File: config.mk
export PLATFORM = sky130hd
export DESIGN_NAME = tea_cipher_core
export DESIGN_NICKNAME = d
export VERILOG_FILES = /design/src/rtl/tea_cipher_core.sv
export SDC_FILE = /design/constraint.sdc
export NUM_CORES = 2
export LEC_CHECK = 0
export ABC_AREA = 1
export BUFFER_PORTS_ARGS = -buffer_cell sky130_fd_sc_hd__buf_2
export CAP_MARGIN = 5
export CORE_MARGIN = 5
export CORE_UTILIZATION = 55
export DETAILED_ROUTE_END_ITERATION = 16
export GPL_TIMING_DRIVEN = 0
export HOLD_SLACK_MARGIN = 0.02
export PLACE_DENSITY_LB_ADDON = 0.12
export SLEW_MARGIN = 25
export SYNTH_ARGS = -nofsm -noshare
export SYNTH_HDL_FRONTEND = slang
export SYNTH_SLANG_ARGS = --single-unit
File: constraint.sdc
create_clock -name clk -period 12.3 [get_ports clk]
set_clock_uncertainty 0.2 [all_clocks]
set_input_delay 1.845 -clock clk [delete_from_list [all_inputs] [get_ports clk]]
set_output_delay 1.845 -clock clk [all_outputs]
set_load 0.005 [all_outputs]
File: src/rtl/tea_cipher_core.sv
// Iterative TEA block cipher with runtime encrypt/decrypt, parametrised round count
// and rounds-per-clock unroll, valid/ready on both sides.
module tea_cipher_core #(
    parameter int          ROUNDS = 32,
    parameter int          UNROLL = 1,
    parameter logic [31:0] DELTA  = 32'h9E3779B9
) (
    input  logic         clk,
    input  logic         reset,
    input  logic         in_valid,
    output logic         in_ready,
    input  logic         mode,
    input  logic [31:0]  v0_in,
    input  logic [31:0]  v1_in,
    input  logic [127:0] key_in,
    output logic         out_valid,
    input  logic         out_ready,
    output logic [31:0]  v0_out,
    output logic [31:0]  v1_out,
    output logic         busy
);

    localparam int          STEPS   = ROUNDS / UNROLL;
    localparam int          CNT_W   = $clog2(STEPS + 1);
    localparam logic [CNT_W-1:0] LAST = CNT_W'(STEPS - 1);
    localparam logic [31:0] SUM_DEC = 32'(64'(DELTA) * 64'(ROUNDS));

    generate
        if (ROUNDS < 1 || UNROLL < 1 || (ROUNDS % UNROLL) != 0) begin : g_bad_params
            $error("tea_cipher_core: ROUNDS must be >= 1 and a multiple of UNROLL");
        end
    endgenerate

    // Handshake: a transfer happens on a clock edge where valid and ready are both high;
    // in_ready is high only in IDLE, out_valid only in HOLD, and a held result never changes.
    typedef enum logic [1:0] {IDLE, RUN, HOLD} state_t;

    state_t             state;
    logic [31:0]        v0_r, v1_r, sum_r;
    logic [127:0]       key_r;
    logic               mode_r;
    logic [CNT_W-1:0]   cnt;

    logic [31:0] k0, k1, k2, k3;
    logic [31:0] nv0, nv1, nsum;

    assign k0 = key_r[127:96];
    assign k1 = key_r[95:64];
    assign k2 = key_r[63:32];
    assign k3 = key_r[31:0];

    function automatic logic [31:0] mix(input logic [31:0] v, input logic [31:0] s,
                                        input logic [31:0] ka, input logic [31:0] kb);
        return ((v << 4) + ka) ^ (v + s) ^ ((v >> 5) + kb);
    endfunction

    // UNROLL chained TEA cycles per clock; decrypt walks the schedule backwards.
    always_comb begin
        nv0  = v0_r;
        nv1  = v1_r;
        nsum = sum_r;
        for (int i = 0; i < UNROLL; i++) begin
            if (!mode_r) begin
                nsum = nsum + DELTA;
                nv0  = nv0 + mix(nv1, nsum, k0, k1);
                nv1  = nv1 + mix(nv0, nsum, k2, k3);
            end else begin
                nv1  = nv1 - mix(nv0, nsum, k2, k3);
                nv0  = nv0 - mix(nv1, nsum, k0, k1);
                nsum = nsum - DELTA;
            end
        end
    end

    always_ff @(posedge clk or posedge reset) begin
        if (reset) begin
            state     <= IDLE;
            in_ready  <= 1'b1;
            out_valid <= 1'b0;
            busy      <= 1'b0;
            v0_out    <= '0;
            v1_out    <= '0;
            v0_r      <= '0;
            v1_r      <= '0;
            sum_r     <= '0;
            key_r     <= '0;
            mode_r    <= 1'b0;
            cnt       <= '0;
        end else begin
            case (state)
                IDLE: begin
                    if (in_valid && in_ready) begin
                        v0_r     <= v0_in;
                        v1_r     <= v1_in;
                        key_r    <= key_in;
                        mode_r   <= mode;
                        sum_r    <= mode ? SUM_DEC : 32'h0;
                        cnt      <= '0;
                        in_ready <= 1'b0;
                        busy     <= 1'b1;
                        state    <= RUN;
                    end
                end
                RUN: begin
                    v0_r  <= nv0;
                    v1_r  <= nv1;
                    sum_r <= nsum;
                    cnt   <= cnt + 1'b1;
                    if (cnt == LAST) begin
                        v0_out    <= nv0;
                        v1_out    <= nv1;
                        out_valid <= 1'b1;
                        state     <= HOLD;
                    end
                end
                HOLD: begin
                    if (out_ready) begin
                        out_valid <= 1'b0;
                        in_ready  <= 1'b1;
                        busy      <= 1'b0;
                        state     <= IDLE;
                    end
                end
                default: begin
                    state     <= IDLE;
                    in_ready  <= 1'b1;
                    out_valid <= 1'b0;
                    busy      <= 1'b0;
                end
            endcase
        end
    end

endmodule

==> impl_metrics.ini <==
[final_layout]
drive_above_1_share_pct = 8.37
syn2layout_area_growth_pct = 9.98
fin_cells = 6906
multi_input_area_sq_um = 28900
fillers = 6782
fin_util_pct = 61.0
seq_area_sq_um = 7510
final_nets = 6634

[sta]
period_share_pct = 97.2
rsz0062_at_grt = no
drv_slew = 0
period_needed_ns = 11.95
hold_violations = 0
setup_viol = 0
slew_headroom_pct = 20.1
tightest_slew_ns = 1.20
fmax_mhz = 83.7

[floorplan]
ioPinCount = 264
core_area_sq_um = 70000
die_area_sq_um = 76000
rows = 97
floorplan.die.height_microns = 276
start_util_pct = 55.5
die_w_microns = 276

[synth]
synth_area_leader_cell = dfrtp_1
yosysUniqueCellTypes = 68
synth_ff_type = dfrtp_1
synth_edf_count = 0
synth_top_area_share_pct = 19.3
synthesis.nets = 6327
synthTopCellsByArea = dfrtp_1 (19%), ha_1 (16%), nand2_1 (15%), xor2_1 (10%), a21oi_1 (6.5%)
avgSynthCellArea_sq_um = 6.90
synth_area_sq_um = 38800
synth-seq-area-share_pct = 19.3
yosysWarnings = 0
ys_seq_elements = 300
netlist_instances = 5630
async_flop_share_pct = 100

[clock_network]
cts_buffers = 38
clock_latency_ns = 0.61
cts_root_buf = clkbuf_16
clockBufferDepth = 3
numClockSinks = 300
cts_tree = yes
cts_max_level = 2
cts_resized = 0
clk_pin_slew_ns = 0.06
cts_setup_buffers = 0
cts_hold_buf = 0

[grt]
grt-ovfl-total = 0
grt_pass1_vias = 40200
grtUsageTotal_pct = 43.4
antenna_found_initial = 5
grt_first_pass_wirelength_microns = 245000
grt_start_max_net_pins = 98

[placed_design]
dp_cells = 6837
io_buffers = 263
dp.final_hpwl_microns = 141000
routabilityCongestion = 1.03

[detailed_routing]
avgRoutedWirePerCell_microns = 24.7
via_count = 41900
drc_errors = 0
dr.pass1.iters = 7
drt_iter0_markers = 4716
antenna_left = 0
post_drt_via_cell_ratio = 6.07
wl_microns = 170000

[setup_path]
cp.required_ns = 12.62
cpPeakStageDelay_ns = 0.77
cp_common_cell = nand2_1
cp_slowest_cell = xor2_1
cp-start-kind = flip-flop
end_kind = flip-flop
critPathArrivalTime_ns = 12.28
path_max_fanout = 6
crit_type = reg2reg

[hold_path]
hp-class = reg2reg

[job]
maxCapViolCount = 0

[outcome]
status = complete, no violations
-- state kept, by name, indices dropped and copies added (netlist names) --
register	count
busy	1
cnt	6
in_ready	1
key_r	128
mode_r	1
out_valid	1
state	2
sum_r	32
v0_out	32
v0_r	32
v1_out	32
v1_r	32
-- final timing paths --
kind	from	endpoint	slack (ns)	cells past startpoint
worst min register to register	v1_out[2]$_DFFE_PP0P_	v1_out[2]$_DFFE_PP0P_	0.27	2
worst min-delay path	v1_out[2]$_DFFE_PP0P_	v1_out[2]$_DFFE_PP0P_	0.27	2
max in group asynchronous	reset	key_r[122]$_DFFE_PP0P_	10.00	3
worst max register to register	sum_r[1]$_DFFE_PP0P_	v1_out[31]$_DFFE_PP0P_	0.35	43
worst max-delay path	sum_r[1]$_DFFE_PP0P_	v1_out[31]$_DFFE_PP0P_	0.35	43
min in group asynchronous	reset	key_r[7]$_DFFE_PP0P_	1.04	2
-- layout make-up --
cell class	count	share of cell area, %
Multi-Input combinational cell	4695	67.7
Sequential cell	300	17.6
Inverter	539	4.76
Timing Repair Buffer	267	3.34
Tap cell	940	2.75
Clock buffer	52	2.54
Buffer	96	0.929
Clock inverter	15	0.390
Antenna cell	2	0.0117
-- cells in the final DEF, fill, tap and decap left out, types with 17 or more instances in the layout --
cell type     n
o21ai_2      30
xnor2_1     193
nor2_1      281
clkbuf_1     77
o21ai_0     312
nor4_1       20
a31oi_1      55
o21ai_1      38
or2_2        17
o21bai_1     23
dfrtp_1     299
nand3_1     263
nor3_1       46
nand4_1      32
nand2_1    1575
o211ai_1     70
inv_1       521
o221ai_1     19
clkbuf_16    39
o21a_1       29
ha_1        484
buf_2       270
xor2_1      461
a21boi_1     20
a21o_1       36
a21oi_1     504
a21oi_2      19
-- logic make-up (layout without fill, tap and decap cells) --
group	after synthesis	in the layout	synth area share (%)
and+or+nand+nor	2305	2305	24.4
AOI/OAI and AO/OA	1232	1232	18.6
xor gates and xnor gates	658	658	15.0
buffers and inverters	635	969	6.21
adders and majority gates	500	500	16.4
DFF	300	300	19.3
other	0	2	0
-- metrics by stage --
| stage | area (sq um) | hold WS [ns] | setup TNS (ns) | setup WS (ns) |
|---|---|---|---|---|
| 5_1_grt | 42700 | 0.296 | 0 | 0.289 |
| 2_1_floorplan | 38800 | 0.263 | 0 | 1.97 |
| 6_report | 42700 | 0.268 | 0 | 0.349 |
| 3_3_place_gp | 41300 | 0.250 | -462.74 | -1.63 |
| 3_5_place_dp | 41500 | 0.254 | 0 | 0.826 |
| 4_1_cts | 42700 | 0.268 | 0 | 0.768 |
-- per-layer routing --
metal	global-route usage, %	routed length [microns]	vias up
li1	-	-	19500
met1	54.6	65000	19700
met2	68.0	72800	2246
met3	12.0	20700	510
met4	23.2	11700	4
met5	0	35	-
-- cells in the mapped netlist, drive strengths merged, types with 2 or more instances --
| library cell | count |
|---|---|
| nand3 | 276 |
| xor2 | 461 |
| a21o | 36 |
| clkinv | 3 |
| nand4 | 33 |
| nand3b | 11 |
| or2 | 24 |
| dfrtp | 299 |
| nor2 | 294 |
| fa | 16 |
| a31oi | 55 |
| a2111oi | 2 |
| nor3 | 50 |
| o21ai | 380 |
| o21a | 29 |
| nor4 | 20 |
| clkbuf | 80 |
| a41oi | 2 |
| nand2 | 1589 |
| o31ai | 9 |
| xnor2 | 193 |
| and2 | 5 |
| ha | 484 |
| a21oi | 524 |
| a22o | 3 |
| a31o | 2 |
| o211ai | 72 |
| a221oi | 7 |
| and3 | 2 |
| o22ai | 16 |
| o221ai | 19 |
| buf | 16 |
| a21boi | 34 |
| o21bai | 28 |
| a211oi | 8 |
| xnor3 | 4 |
| inv | 536 |
-- critical path, delay by kind of cell (launching register included) --
kind / cells / cell delay, ns
and+or+nand+nor: 16 / 2.14
DFF: 1 / 0.63
xor gates and xnor gates: 6 / 3.09
AOI/OAI and AO/OA: 13 / 3.81
buffers and inverters: 4 / 0.27
adders and majority gates: 4 / 1.73
Power is not shown: default switching activity piles up to over one toggle a cycle in this logic, so the estimate is an artifact.
